===== config.mk =====
export PLATFORM = sky130hd
export DESIGN_NAME = traffic_sensor_conditioner
export DESIGN_NICKNAME = d
export VERILOG_FILES = /design/src/rtl/tsc_pkg.sv /design/src/rtl/tsc_channel.sv /design/src/rtl/traffic_sensor_conditioner.sv
export SDC_FILE = /design/constraint.sdc
export NUM_CORES = 1
export LEC_CHECK = 0
export CORE_MARGIN = 5
export CORE_UTILIZATION = 32
export CTS_CLUSTER_DIAMETER = 120
export DETAILED_ROUTE_END_ITERATION = 8
export PLACE_DENSITY = 0.57
export REMOVE_ABC_BUFFERS = 1
export SYNTH_ARGS = -nofsm -noshare
export SYNTH_HDL_FRONTEND = slang
export SYNTH_SLANG_ARGS = --single-unit

===== constraint.sdc =====
create_clock -name CLK -period 1.83 [get_ports CLK]
set_input_delay 0.2745 -clock CLK [delete_from_list [all_inputs] [get_ports CLK]]
set_output_delay 0.2745 -clock CLK [all_outputs]
set_load 0.03 [all_outputs]

===== src/rtl/tsc_pkg.sv =====
// tsc_pkg: shared state encoding and default timing constants for the traffic sensor conditioner (see TSC_STUCK_DETECT_EN)
package tsc_pkg;

    typedef enum logic [2:0] {IDLE, QUAL, ACTIVE, HOLD, FAULT} tsc_state_t;

    localparam int DEB_CYCLES_DEF   = 4;
    localparam int HOLD_CYCLES_DEF  = 8;
    localparam int STUCK_CYCLES_DEF = 1024;

    function automatic int max3(input int a, input int b, input int c);
        int m;
        m = (a > b) ? a : b;
        return (m > c) ? m : c;
    endfunction

endpackage


===== src/rtl/tsc_channel.sv =====
// tsc_channel: one detector channel - 2-flop synchronizer, debounce/hold-off FSM, optional stuck-high fault (TSC_STUCK_DETECT_EN)
module tsc_channel
    import tsc_pkg::*;
#(
    parameter int DEB_CYCLES   = DEB_CYCLES_DEF,
    parameter int HOLD_CYCLES  = HOLD_CYCLES_DEF,
    parameter int STUCK_CYCLES = STUCK_CYCLES_DEF
) (
    input  logic CLK,
    input  logic RST,
    input  logic raw,
    output logic flag,
    output logic fault
);

    localparam int CW = $clog2(max3(DEB_CYCLES, HOLD_CYCLES, STUCK_CYCLES) + 1);
    localparam logic [CW-1:0] DEB_LAST  = CW'(DEB_CYCLES - 1);
    localparam logic [CW-1:0] HOLD_LAST = CW'(HOLD_CYCLES);
    localparam logic [CW-1:0] ONE       = CW'(1);
`ifdef TSC_STUCK_DETECT_EN
    localparam logic [CW-1:0] STUCK_LAST = CW'(STUCK_CYCLES - 1);
`endif

    logic [1:0]    sync;
    logic          s;
    tsc_state_t    state, state_nxt;
    logic [CW-1:0] cnt, cnt_nxt, cnt_inc;

    assign s       = sync[1];
    assign cnt_inc = (cnt == '1) ? cnt : cnt + 1'b1;

    // two-flop synchronizer for the asynchronous detector input
    always_ff @(posedge CLK) begin
        if (!RST) sync <= '0;
        else      sync <= {sync[0], raw};
    end

    // state and counter registers
    always_ff @(posedge CLK) begin
        if (!RST) begin
            state <= IDLE;
            cnt   <= '0;
        end else begin
            state <= state_nxt;
            cnt   <= cnt_nxt;
        end
    end

    // next-state: qualify rising input, hold off falling input
    always_comb begin
        state_nxt = state;
        cnt_nxt   = cnt;
        case (state)
            IDLE: begin
                state_nxt = s ? QUAL : IDLE;
                cnt_nxt   = s ? ONE : cnt;
            end
            QUAL: begin
                state_nxt = !s ? IDLE : (cnt == DEB_LAST) ? ACTIVE : QUAL;
                cnt_nxt   = (!s || cnt == DEB_LAST) ? '0 : cnt_inc;
            end
            ACTIVE: begin
`ifdef TSC_STUCK_DETECT_EN
                state_nxt = !s ? HOLD : (cnt == STUCK_LAST) ? FAULT : ACTIVE;
                cnt_nxt   = !s ? ONE : (cnt == STUCK_LAST) ? '0 : cnt_inc;
`else
                state_nxt = s ? ACTIVE : HOLD;
                cnt_nxt   = s ? cnt : ONE;
`endif
            end
            HOLD: begin
                state_nxt = s ? ACTIVE : (cnt == HOLD_LAST) ? IDLE : HOLD;
                cnt_nxt   = (s || cnt == HOLD_LAST) ? '0 : cnt_inc;
            end
`ifdef TSC_STUCK_DETECT_EN
            FAULT: begin
                state_nxt = s ? FAULT : IDLE;
                cnt_nxt   = '0;
            end
`endif
            default: begin
                state_nxt = IDLE;
                cnt_nxt   = '0;
            end
        endcase
    end

    // outputs decoded from the state register only
    always_comb begin
        flag = (state == ACTIVE) || (state == HOLD);
`ifdef TSC_STUCK_DETECT_EN
        fault = (state == FAULT);
`else
        fault = 1'b0;
`endif
    end

endmodule


===== src/rtl/traffic_sensor_conditioner.sv =====
// traffic_sensor_conditioner: two independent conditioned vehicle-detector channels feeding the light controller (TSC_STUCK_DETECT_EN)
module traffic_sensor_conditioner
    import tsc_pkg::*;
#(
    parameter int DEB_CYCLES   = DEB_CYCLES_DEF,
    parameter int HOLD_CYCLES  = HOLD_CYCLES_DEF,
    parameter int STUCK_CYCLES = STUCK_CYCLES_DEF
) (
    input  logic CLK,
    input  logic RST,
    input  logic SA_RAW,
    input  logic SB_RAW,
    output logic TA,
    output logic TB,
    output logic FAULT_A,
    output logic FAULT_B
);

    tsc_channel #(
        .DEB_CYCLES  (DEB_CYCLES),
        .HOLD_CYCLES (HOLD_CYCLES),
        .STUCK_CYCLES(STUCK_CYCLES)
    ) u_chan_a (
        .CLK  (CLK),
        .RST  (RST),
        .raw  (SA_RAW),
        .flag (TA),
        .fault(FAULT_A)
    );

    tsc_channel #(
        .DEB_CYCLES  (DEB_CYCLES),
        .HOLD_CYCLES (HOLD_CYCLES),
        .STUCK_CYCLES(STUCK_CYCLES)
    ) u_chan_b (
        .CLK  (CLK),
        .RST  (RST),
        .raw  (SB_RAW),
        .flag (TB),
        .fault(FAULT_B)
    );

endmodule


Word-level counts from Yosys, hierarchy flattened
Index checks and enable logic that the tools add are counted.
{ "op_classes": {"add_sub_neg": 2, "multipliers": 0, "div_mod_pow": 0, "n_lt_le_gt_ge": 0, "eq_ne": 16, "shifts": 0, "muxes": 26, "bitwise_logic": 0, "n_reduce_logical": 12} }
{ "ops": {"columns": ["operator", "n"], "rows": [
  ["$mux W11", 10],
  ["$pmux W11 S4", 2],
  ["$pmux W3 S4", 2],
  ["$add A11 B1 Y11 const B", 2],
  ["$eq A11 B11 Y1 const B", 2],
  ["$eq A11 B2 Y1 const B", 2],
  ["$eq A11 B4 Y1 const B", 2],
  ["$eq A3 B2 Y1 const B", 4],
  ["$mux W3", 4],
  ["$mux W2", 4],
  ["$eq A3 B1 Y1 const B", 2],
  ["$logic_not A3 Y1", 2],
  ["$logic_or A1 B1 Y1", 6],
  ["$mux W1", 4],
  ["$ne A2 B1 Y1 const B", 2],
  ["$ne A2 B2 Y1 const B", 2],
  ["$reduce_and A2 Y1", 2],
  ["$logic_not A1 Y1", 2]
]} }
{ "word_totals": {"ff_bits": 32, "latch_bits": 0, "ramBits": 0, "romBits": 0, "out_inout_bits": 4, "wordCells": 62, "n_memories": 0} }

Logic depth before layout (Yosys ltp)
Gate-level depths: netlist of run 1.
{ "logic_depth": {"word_depth": 4, "depth_mapped": 8, "ltp_nobuf": 7} }

Cells and area by module
Synthesis of run 1 repeated with hierarchy kept, for this count alone.
{ "unflattened": {"hier_cells": 226, "hier_area_um2": 1846.8} }
{ "modules_own_cells": {"columns": ["module", "n_inst", "cells_each", "area_per_inst_um2"], "rows": [
  ["tsc_channel", 2, 113, 923.4]
]} }

Worst setup path before layout of run 1
Ideal clock, no wire load.
{ "synth_timing": {"path_kind": "flip-flop to flip-flop", "startpoint": "reg u_chan_a.cnt[1]", "endpoint": "reg u_chan_a.cnt[2]", "arrival_time_ns": 1.613, "required_time_ns": 1.757, "slack_ns": 0.144, "path_stages_with_launch": 9, "period_less_slack_ns": 1.686, "path_cell_list": "dfxtp_1 ha_1 clkbuf_2 nand4_1 or3_1 buf_2 nand3_1 a21oi_1 nor3_2"} }
{ "synth_between": {"elab_chain_len": 4, "word_cells_on_any_way": 10} }
{ "synth_rtl": {"columns": ["element", "line_no", "source"], "rows": [
  ["start, declared", "tsc_channel.sv:27", "logic [CW-1:0] cnt, cnt_nxt, cnt_inc;"],
  ["start signal, assigned", "tsc_channel.sv:45", "cnt <= cnt_nxt;"],
  ["$add A11 B1 Y11 (tied with other cells)", "tsc_channel.sv:30", "assign cnt_inc = (cnt == '1) ? cnt : cnt + 1'b1;"],
  ["$mux W11 (tied with other cells)", "tsc_channel.sv:30", null],
  ["$mux W11, on equally long branches", "tsc_channel.sv:73, tsc_channel.sv:60", null],
  ["$pmux W11 S4 *", "tsc_channel.sv:53", "case (state)"]
]} }
Mark *: on every way between the ends. The rest lies on a longest branch, timed or not.
A chain may end at the register's enable or synchronous reset.

Final worst setup path of run 1
{ "layout_timing": {"startpoint": "reg u_chan_a.cnt[10]", "endpoint": "reg u_chan_a.cnt[4]"} }
{ "layout_between": {"elab_chain_len": 4, "word_cells_on_any_way": 9} }
{ "layout_rtl": {"columns": ["element", "line_no"], "rows": [
  ["$eq A11 B11 Y1 (tied with other cells)", "tsc_channel.sv:30"],
  ["$mux W11 (tied with other cells)", "tsc_channel.sv:30"],
  ["$mux W11, on equally long branches", "tsc_channel.sv:73, tsc_channel.sv:60"],
  ["$pmux W11 S4 *", "tsc_channel.sv:53"]
]} }
Marks and branches as above.

==> out/metrics.cfg, run 1 <==
[yosys]
netlist_top_cells_count=30 x dfxtp_1, 21 x nand2_1, 20 x nor2_1, 17 x a21oi_1
yosys.cell_types.count=47
synth_xor_area_share_pct=2.562
yosysSeqAreaShare_pct=35.14
synth-simple-area-share_pct=31.92
synth_cells=223
yosysTopAreaCell=dfxtp_1
synthAdderAreaFrac_pct=2.928
synth_top_cell_area_share_pct=35.14
synth_compound_area_share_pct=19.99
synth-edff-count=0
avgSynthCellArea_sq_um=7.664
syn_area_sq_mm=0.001709
async_reset_ff_share_pct=0
synth_top_family_by_area=simple AND/OR/NAND/NOR gates
synthTopCellsByArea=dfxtp_1 35%, a21oi_1 5.0%, nand2_1 4.6%
synth_ff_type=dfxtp_1
ys_ff_latch=30
yosysWarnings=0
synth_most_common_cell=dfxtp_1
synth_mux_area_share_pct=0

[global_routing]
first_global_vias=1448
grt_max_degree=15
grt_use_total_pct=11.56
grt-ovfl-total=0
grt_pass1_wl_microns=6679
antenna_found_initial=0

[drt]
drtPass1Iterations=4
drcViolationCount=0
antenna_left=0
vias_per_cell=5.132
wl_per_cell_microns=12.23
first_iter_violations=81
wirelength_microns=3802
vias=1596

[power_and_ir_drop]
irDropWorstVdd_mv=0.2918
p_sw_share_pct=24.21
pwr-share-clk_pct=39.3
combPwrFrac_pct=7.7
power_mw=1.274
power_density_mw_per_mm2=622.9
p_leak_nw=0.7059
internal-power_uw=965.9
seq_power_share_pct=53.0
p_sw_uw=308.5

[place]
placed_cell_area_sq_mm=0.001932
dp_cells=302
routabilityCongestion=0.8326
portBuffers=5
dp_hpwl_microns=2673

[min_path]
min-delay-path-class=reg2reg

[critical_path]
crit_path_end_kind=flop
worstPathArrival_ns=1.89
crit_fanout=8
start_kind=flop
required_ns=2.00
crit_type=reg2reg

[sta]
slew_viol_final=0
worstMarginPinSlew_ns=0.5113
max_freq_mhz=581.8
setup-tns-final_ns=0
slew_headroom_pct=65.88
setup_viol_count_final=0
skew_ns=0.005191
min_period_over_period_pct=93.93
fin_crit_ns=1.719
hold_violations=0

[floorplanning]
dieHeight_microns=83.08
initial_core_util_pct=33.25
die_width_microns=83.08
rows=26
io_pins=8
coreArea_sq_mm=0.005140
fp.dieArea_sq_mm=0.006902

[cts]
cts_tree=done
clk_pin_slew_worst_paths_ns=0.06
cts_root_buf=clkbuf_8
clkLatencyLatePin_ns=0.28
clock-sinks=30
htree_levels=2
cts_buffers=5
clockBufferDepth=2

[cells_and_area]
final_cell_area_sq_mm=0.002046
area_delta_synth_final_pct=19.69
finalNonFillerCells=311
nets=249
utilization_pct=39.80
diodes=0
drive_gt1_share_pct=17.43

[flow_run]
drv_cap=0

[status]
outcome=complete, no violations

[worst max-delay path: stages, from the launching register on]
cell and delay (ns):
dfxtp_1 0.32, or4_4 0.54, nor2_4 0.16, o22ai_2 0.16
buf_12 0.17, a41oi_1 0.19, nor3_1 0.06
[final timing paths]
kind / from / endpoint / slack [ns] / cells past startpoint
max reg2reg: u_chan_a.cnt[10] / u_chan_a.cnt[4] / 0.11 / 6
min reg2reg: u_chan_b.sync[0] / u_chan_b.sync[1] / 0.43 / 1
min: u_chan_b.sync[0] / u_chan_b.sync[1] / 0.43 / 1
max: u_chan_a.cnt[10] / u_chan_a.cnt[4] / 0.11 / 6
[kinds of logic (layout without fill, tap and decap cells)]
logic type / count (synthesis) / count (layout)
compound gates: 55 / 55
xor+xnor: 5 / 5
fa+ha+maj: 4 / 4
buf+inv: 24 / 41
flops: 30 / 30
other cells: 1 / 2
simple gates: 104 / 104
[layout make-up]
class | instances | area (sq um)
tap | 70 | 87.58
timing repair buffer | 28 | 251.5
clock buffer | 7 | 76.32
sequential | 30 | 600.6
fill | 551 | 3094
inverter | 6 | 22.52
multi-input combinational | 170 | 1007
[flip-flops by register name, summed over array words and instances (netlist names)]
signal	count
u_chan_a.cnt	11
u_chan_a.state	2
u_chan_a.sync	2
u_chan_b.cnt	11
u_chan_b.state	2
u_chan_b.sync	2
[metrics by stage]
stage | setup slack (ns) | hold slack [ns]
after floorplan | 0.001923 | 0.3962
after global placement | 0.08678 | 0.4177
after detailed placement | 0.09079 | 0.4193
after CTS | 0.07208 | 0.4338
after global routing | -0.01661 | 0.4507
final | 0.1111 | 0.4275
[metal layers]
| metal | track usage (%) | vias up | wire length, microns |
|---|---|---|---|
| met5 | 0 | - | 0 |
| met4 | 3.566 | 0 | 22 |
| met3 | 3.861 | 2 | 177 |
| met2 | 18.95 | 27 | 1836 |
| met1 | 14.30 | 730 | 1766 |
| li1 | - | 837 | - |
[cell usage in the layout (no fill, tap or decap), drive strengths merged, types with 3 or more instances in the layout]
cell type      synthesis  final
buf                    9     23
nor2b                  3      3
ha                     4      4
clkbuf                 9      7
a31oi                  6      6
dfxtp                 30     30
inv                    5      5
nand2                 21     21
xnor2                  3      3
a21oi                 17     17
clkdlybuf4s50          0      5
nor3                  15     15
nor2                  21     21
and2                   5      5
a41oi                  3      3
nand3                 14     14
nand4                  5      5
nor4                   5      5
o21ai                 16     16
[repair_timing]
item | in CTS | in global routing
setup buffers | 0 | 2
resized for setup | 0 | 6
setup endpoints to repair | 0 | 14
hold buffers | 0 | 0
hold endpoints to repair | 0 | 0
[power groups by stage]
stage	Clock (mW)	Sequential [mW]	Combinational [mW]
after detailed placement	0	0.689	0.0960
after global routing	0.554	0.678	0.111
after global placement	0	0.689	0.0970
final	0.501	0.675	0.0982
after floorplan	0	0.687	0.0589
after CTS	0.521	0.675	0.0961
Power figures use the tool's default switching activity.
==> run 2: changes to the inputs <==
--- a/config.mk
+++ b/config.mk
@@ -11,6 +11,7 @@
 export DETAILED_ROUTE_END_ITERATION = 8
 export PLACE_DENSITY = 0.57
 export REMOVE_ABC_BUFFERS = 1
+export SETUP_SLACK_MARGIN = 0.4
 export SYNTH_ARGS = -nofsm -noshare
 export SYNTH_HDL_FRONTEND = slang
 export SYNTH_SLANG_ARGS = --single-unit
==> run 2 against run 1 <==
Against the previous run: non-clock buffer count rose by 18; worst setup slack improved by 0.037 ns; core utilization rose by 9.6 points; register-to-register slack improved by 0.04 ns; clock-buffer cell count did not move; maximum frequency rose by 2.2%; total power rose by 3.4%; largest cell class unchanged.
==> out/metrics.cfg, run 2 (synthesis gave the netlist of run 1 again) <==
[status]
outcome=complete, no violations  ; unchanged

[place]
dp_slack_ns=0.09079  ; unchanged
routabilityCongestion=0.8326  ; unchanged
dp_hpwl_microns=2673  ; unchanged
portBuffers=5  ; unchanged

[floorplanning]
io_pins=8  ; unchanged
coreArea_sq_mm=0.005140  ; unchanged
die_width_microns=83.08  ; unchanged
rows=26  ; unchanged
dieHeight_microns=83.08  ; unchanged
initial_core_util_pct=33.25  ; unchanged
fp.dieArea_sq_mm=0.006902  ; unchanged

[critical_path]
cp_top_family=simple AND/OR/NAND/NOR gates  ; unchanged
crit_slowest_cell=or4_4  ; unchanged
required_ns=2.00  ; about the same
crit_chain=or4_4, nor2_4, o22ai_4, buf_12, a41oi_2, nor3_2  ; was or4_4, nor2_4, o22ai_2, buf_12, a41oi_1, nor3_1
critPathBufInv=1  ; unchanged
cpPeakStageDelay_ns=0.55  ; was 0.54 ns
worstPathArrival_ns=1.86  ; was 1.89 ns
crit_fanout=8  ; unchanged
crit_path_end_kind=flop  ; unchanged
crit_type=reg2reg  ; unchanged
start_kind=flop  ; unchanged

[sta]
setup_ws_ns=0.1484  ; was 0.1111 ns
fin_crit_ns=1.682  ; was 1.719 ns
hold_violations=0  ; unchanged
skew_ns=0.009826  ; was 0.005191 ns
setup-tns-final_ns=0  ; unchanged
slew_viol_final=0  ; unchanged
setup_viol_count_final=0  ; unchanged
max_freq_mhz=594.7  ; was 581.8 MHz
min_period_over_period_pct=91.89  ; was 93.93%
rsz0062_at_grt=yes

[drt]
wl_per_cell_microns=14.61  ; was 12.23 microns
vias=1765  ; was 1,596
wirelength_microns=4822  ; was 3802 microns
drtPass1Iterations=4  ; unchanged
drcViolationCount=0  ; unchanged
first_iter_violations=101  ; was 81
vias_per_cell=5.348  ; was 5.132
antenna_left=0  ; unchanged

[min_path]
min-delay-path-class=reg2reg  ; unchanged

[global_routing]
grt_pass1_wl_microns=7438  ; was 6679 microns
grt_max_degree=15  ; unchanged
grt_use_total_pct=13.07  ; was 11.56%
antenna_found_initial=0  ; unchanged
first_global_vias=1625  ; was 1,448
grt-ovfl-total=0  ; unchanged

[cts]
cts_root_buf=clkbuf_8  ; unchanged
clock-sinks=30  ; unchanged
clk_pin_slew_worst_paths_ns=0.07  ; was 0.06 ns
clkLatencyLatePin_ns=0.28  ; about the same
clockBufferDepth=2  ; unchanged
htree_levels=2  ; unchanged
cts_hold_buf=0  ; unchanged
cts_buffers=5  ; unchanged
cts_tree=done  ; unchanged

[cells_and_area]
diodes=0  ; unchanged
nFillCells=494  ; was 551
multiInputGateArea_sq_mm=0.001304  ; was 0.001007 sq mm
drive_gt1_share_pct=49.62  ; was 17.43%
area_delta_synth_final_pct=48.61  ; was 19.69%
seqCellArea_sq_um=640.6  ; was 600.6 sq um
final_common_cell=buf_4  ; was dfxtp_1
final_cell_mix=33 x buf_4, 18 x nand2_1, 17 x nor2_1, 14 x dfxtp_2, 12 x a21oi_2  ; was 30 x dfxtp_1, 21 x nand2_1, 20 x buf_4, 19 x nor2_1, 17 x a21oi_1
nets=268  ; was 249
reg.largest.list=u_chan_a.cnt: 11 flops, u_chan_b.cnt: 11 flops  ; unchanged

[flow_run]
drv_cap=0  ; unchanged

[power_and_ir_drop]
p_leak_nw=0.8353  ; was 0.7059 nW
irDropWorstVdd_mv=0.3185  ; was 0.2918 mV
power_density_mw_per_mm2=518.6  ; was 622.9 mW/mm^2

## run 2: changes by cell type in the layout (fill, tap and decap cells not counted), moves of 4 or more
cell     change
a21oi_1     -12
a21oi_2     +12
buf_4       +13
buf_6        +5
dfxtp_1     -20
dfxtp_2     +14
dfxtp_4      +6
inv_1        -4
nor3_1       -6
nor3_2       +6
o21ai_0      -5
## run 2: layer usage
metal  vias up  wire [microns]  track usage [%]
met3         4             190            4.356
met5         -               0                0
li1        877               -                -
met1       852            1976            15.10
met2        32            2614            22.52
met4         0              40            4.458
## run 2: stage by stage
step | cells | power, mW | cell area (sq um) | hold WS [ns] | util (%)
floorplan | 206 | 0.7457 | 1612 | 0.3962 | -
global placement | 302 | 0.7863 | 1932 | 0.4177 | 37.59
detailed placement | 302 | 0.7855 | 1932 | 0.4193 | 37.59
CTS | 318 | 1.314 | 2232 | 0.4337 | 43.43
global route | 330 | 1.389 | 2540 | 0.4506 | 49.42
finish | 330 | 1.317 | 2540 | 0.4294 | 49.42
## run 2: cell type report
| class | instances | share of cell area (%) |
|---|---|---|
| tap | 70 | 3.448 |
| timing repair buffer | 46 | 15.91 |
| inverter | 6 | 1.084 |
| multi-input combinational | 171 | 51.33 |
| sequential | 30 | 25.22 |
| clock buffer | 7 | 3.005 |
## run 2: final timing paths
check        slack (ns)          endpoint              from  cells past startpoint
max                0.15   u_chan_a.cnt[4]  u_chan_a.cnt[10]                      6
min                0.43  u_chan_b.sync[1]  u_chan_b.sync[0]                      1
max reg2reg        0.15   u_chan_a.cnt[4]  u_chan_a.cnt[10]                      6
min reg2reg        0.43  u_chan_b.sync[1]  u_chan_b.sync[0]                      1
## run 2: power breakdown
group / switching [mW] / internal, mW / total [mW]
registers: 0.0181 / 0.658 / 0.676
logic: 0.0785 / 0.0600 / 0.138
clock network: 0.241 / 0.261 / 0.502
## run 2: what timing repair did
action | CTS | global route
setup buffers | 7 | 12
pin swaps | 18 | 24
gates cloned | 2 | 0
resized for setup | 49 | 59
setup endpoints to repair | 27 | 25
## run 2: worst register-to-register path, cell delays in order, from the launching register on
cell	delay (ns)
dfxtp_2	0.33
or4_4	0.55
nor2_4	0.18
o22ai_4	0.13
buf_12	0.16
a41oi_2	0.16
nor3_2	0.06
==> run 3: changes to the inputs <==
--- a/config.mk
+++ b/config.mk
@@ -5,6 +5,7 @@
 export SDC_FILE = /design/constraint.sdc
 export NUM_CORES = 1
 export LEC_CHECK = 0
+export ABC_AREA = 1
 export CORE_MARGIN = 5
 export CORE_UTILIZATION = 32
 export CTS_CLUSTER_DIAMETER = 120
@@ -12,6 +13,7 @@
 export PLACE_DENSITY = 0.57
 export REMOVE_ABC_BUFFERS = 1
 export SETUP_SLACK_MARGIN = 0.4
+export SKIP_CTS_REPAIR_TIMING = 1
 export SYNTH_ARGS = -nofsm -noshare
 export SYNTH_HDL_FRONTEND = slang
 export SYNTH_SLANG_ARGS = --single-unit
==> run 3 against run 2 <==
Against the previous run: cell count is 16% higher; total power rose by 7.1%; sequential power up 2%; synthesized area up 6.9%; critical path type unchanged; largest power group unchanged.
==> out/metrics.cfg, run 3 <==
[cells_and_area]
final_cell_mix=75 x nand2_1, 35 x inv_1, 28 x nor2_1, 25 x dfxtp_1, 21 x nand3_1  ; was 33 x buf_4, 18 x nand2_1, 17 x nor2_1, 14 x dfxtp_2, 12 x a21oi_2
area_delta_synth_final_pct=30.82  ; was 48.61%
diodes=0  ; unchanged
drive_gt1_share_pct=27.24  ; was 49.62%
seqCellArea_sq_um=611.8  ; was 640.6 sq um
final_cell_area_sq_mm=0.002390  ; was 0.002540 sq mm
nFillCells=585  ; was 494
nets=319  ; was 268
utilization_pct=43.13  ; was 49.42%
reg.largest.list=u_chan_a.cnt: 11 flops, u_chan_b.cnt: 11 flops  ; unchanged
final_common_cell=nand2_1  ; was buf_4
multiInputGateArea_sq_mm=0.001239  ; was 0.001304 sq mm

[floorplanning]
fp.dieArea_sq_mm=0.007320  ; was 0.006902 sq mm
initial_core_util_pct=32.97  ; was 33.25%
dieHeight_microns=85.56  ; was 83.08 microns
die_width_microns=85.56  ; was 83.08 microns
io_pins=8  ; unchanged
rows=27  ; was 26
coreArea_sq_mm=0.005540  ; was 0.005140 sq mm

[place]
placed_cell_area_sq_mm=0.001952  ; was 0.001932 sq mm
dp_hpwl_microns=2841  ; was 2673 microns
routabilityCongestion=0.7944  ; was 0.8326
dp_slack_ns=0.2660  ; was 0.09079 ns
portBuffers=5  ; unchanged

[critical_path]
r2r_slack_ns=0.36  ; was 0.15 ns
critPathBufInv=3  ; was 1
required_ns=2.04  ; was 2.00 ns
worstPathArrival_ns=1.67  ; was 1.86 ns
reg2reg_depth=11  ; was 6
r2r_start=u_chan_a.cnt[0]  ; was u_chan_a.cnt[10]
crit_path_end_kind=flop  ; unchanged
r2r_end=u_chan_a.cnt[8]  ; was u_chan_a.cnt[4]
crit_slowest_cell=dfxtp_4  ; was or4_4
crit_type=reg2reg  ; unchanged
crit_chain=ha_4, nand3_4, nor2_4, buf_4, buf_6, nand2_2, nand2_1, nand2_1, inv_1, nand2_2, a21oi_2  ; was or4_4, nor2_4, o22ai_4, buf_12, a41oi_2, nor3_2
crit_start=u_chan_a.cnt[0]  ; was u_chan_a.cnt[10]
crit_end=u_chan_a.cnt[8]  ; was u_chan_a.cnt[4]
cpPeakStageDelay_ns=0.40  ; was 0.55 ns
crit_fanout=5  ; was 8
path_depth=11  ; was 6
start_kind=flop  ; unchanged
cp_top_family=simple AND/OR/NAND/NOR gates  ; unchanged

[cts]
cts_tree=done  ; unchanged
cts_root_buf=clkbuf_8  ; unchanged
clk_pin_slew_worst_paths_ns=0.07  ; about the same
cts_buffers=5  ; unchanged
clockBufferDepth=2  ; unchanged
htree_levels=2  ; unchanged
clock-sinks=30  ; unchanged
clkLatencyLatePin_ns=0.28  ; about the same

[min_path]
min-delay-path-class=reg2reg  ; unchanged

[yosys]
yosysTopAreaCell=dfxtp_1  ; unchanged
synth_ff_type=dfxtp_1  ; unchanged
avgSynthCellArea_sq_um=6.343  ; was 7.664 sq um
synthTopCellsByArea=dfxtp_1 33%, nand2_1 18%, inv_1 8.2%  ; was dfxtp_1 35%, a21oi_1 5.0%, nand2_1 4.6%
netlist_top_cells_count=89 x nand2_1, 40 x inv_1, 32 x nor2_1, 30 x dfxtp_1, 26 x nand3_1  ; was 30 x dfxtp_1, 21 x nand2_1, 20 x nor2_1, 17 x a21oi_1
synth_most_common_cell=nand2_1  ; was dfxtp_1
yosysSeqAreaShare_pct=32.88  ; was 35.14%
synth_cells=288  ; was 223
yosys.cell_types.count=29  ; was 47
ys_ff_latch=30  ; unchanged
syn_area_sq_mm=0.001827  ; was 0.001709 sq mm
async_reset_ff_share_pct=0  ; unchanged
yosysWarnings=0  ; unchanged
synth_top_cell_area_share_pct=32.88  ; was 35.14%
synth-edff-count=0  ; unchanged

[sta]
rsz0062_at_grt=yes  ; unchanged
setup_ws_ns=0.3626  ; was 0.1484 ns
setup_viol_count_final=0  ; unchanged
hold_violations=0  ; unchanged
fin_crit_ns=1.467  ; was 1.682 ns
setup-tns-final_ns=0  ; unchanged
slew_viol_final=0  ; unchanged
min_period_over_period_pct=80.18  ; was 91.89%
skew_ns=0.009020  ; was 0.009826 ns
max_freq_mhz=681.5  ; was 594.7 MHz

[global_routing]
grt_use_total_pct=11.09  ; was 13.07%
grt-ovfl-total=0  ; unchanged
grt_pass1_wl_microns=6706  ; was 7438 microns
first_global_vias=1585  ; was 1,625
grt_max_degree=12  ; was 15
antenna_found_initial=0  ; unchanged

[drt]
antenna_left=0  ; unchanged
first_iter_violations=83  ; was 101
drcViolationCount=0  ; unchanged
vias_per_cell=4.732  ; was 5.348
wirelength_microns=4103  ; was 4822 microns
drtPass1Iterations=4  ; unchanged
wl_per_cell_microns=10.68  ; was 14.61 microns
vias=1817  ; was 1,765

[power_and_ir_drop]
p_sw_uw=373.4  ; was 337.5 uW
power_density_mw_per_mm2=590.4  ; was 518.6 mW/mm^2
p_sw_share_pct=26.46  ; was 25.62%
p_leak_nw=0.9964  ; was 0.8353 nW
combPwrFrac_pct=11.5  ; was 10.5%
internal-power_mw=1.038  ; was 979.7 uW
irDropWorstVdd_mv=0.4156  ; was 0.3185 mV
seq_power_share_pct=48.7  ; was 51.4%
pwr-share-clk_pct=39.9  ; was 38.1%

[status]
outcome=complete, no violations  ; unchanged

[flow_run]
drv_cap=0  ; unchanged

[run 3: cell count changes in the layout (fill, tap and decap cells not counted), sizes merged, moves of 5 or more]
cell / change
nor3: -9
nor2: +17
nor4: -5
o21ai: -7
buf: -26
nand2: +71
and2: -5
nand3: +17
inv: +38
a31oi: -6
[run 3: worst min path at each step]
stage,startpoint,to,cells past startpoint
final,u_chan_a.sync[0],u_chan_a.sync[1],2
after global routing,u_chan_b.sync[0],u_chan_b.sync[1],2
after CTS,u_chan_b.sync[0],u_chan_b.sync[1],2
after detailed placement,u_chan_b.sync[0],u_chan_b.sync[1],2
after global placement,u_chan_b.sync[0],u_chan_b.sync[1],2
after floorplan,RST,u_chan_a.sync[0],2
[run 3: worst reg2reg max path, cell delays in order (launching register included)]
cell and delay (ns):
dfxtp_4 0.40, ha_4 0.16, nand3_4 0.09, nor2_4 0.16
buf_4 0.13, buf_6 0.09, nand2_2 0.05, nand2_1 0.06
nand2_1 0.05, inv_1 0.06, nand2_2 0.05, a21oi_2 0.09
[run 3: cell type report]
type / count / share of cell area [%]
clock inverters: 1 / 0.2094
flip-flops and latches: 30 / 25.60
inverters: 44 / 7.330
well taps: 72 / 3.770
multi-input cells: 210 / 51.83
clock buffers: 7 / 3.613
repair buffers: 20 / 7.644
[run 3: cell families (layout without fill, tap and decap cells)]
kind of cell / after synthesis / after routing / share of synthesized area (%)
flip-flops: 30 / 30 / 32.88
adder cells (fa/ha/maj): 4 / 4 / 2.740
buffers and inverters: 49 / 72 / 10.62
AND/OR/NAND/NOR: 177 / 177 / 45.27
XOR/XNOR: 2 / 2 / 0.9591
other: 1 / 2 / 0.2053
AO/OA/AOI/OAI: 25 / 25 / 7.329
[run 3: layer usage]
metal | routed length, microns | track usage, % | up-vias
li1 | - | - | 940
met1 | 2005 | 14.83 | 849
met2 | 1922 | 17.02 | 20
met3 | 96 | 2.498 | 8
met4 | 79 | 4.892 | 0
met5 | 0 | 0 | -
[run 3: power groups by stage]
stage	Clock [mW]	Combinational [mW]	Sequential, mW
final	0.562	0.162	0.687
after global routing	0.613	0.181	0.688
after CTS	0.578	0.110	0.679
after detailed placement	0	0.110	0.694
after global placement	0	0.110	0.694
after floorplan	0	0.0801	0.691
[run 3: metrics by stage]
| step | instances | hold slack (ns) | power, mW |
|---|---|---|---|
| finish | 384 | 0.4164 | 1.411 |
| global route | 384 | 0.4384 | 1.482 |
| CTS | 370 | 0.4183 | 1.367 |
| detailed placement | 362 | 0.3966 | 0.8035 |
| global placement | 362 | 0.3929 | 0.8034 |
| floorplan | 284 | 0.3680 | 0.7710 |
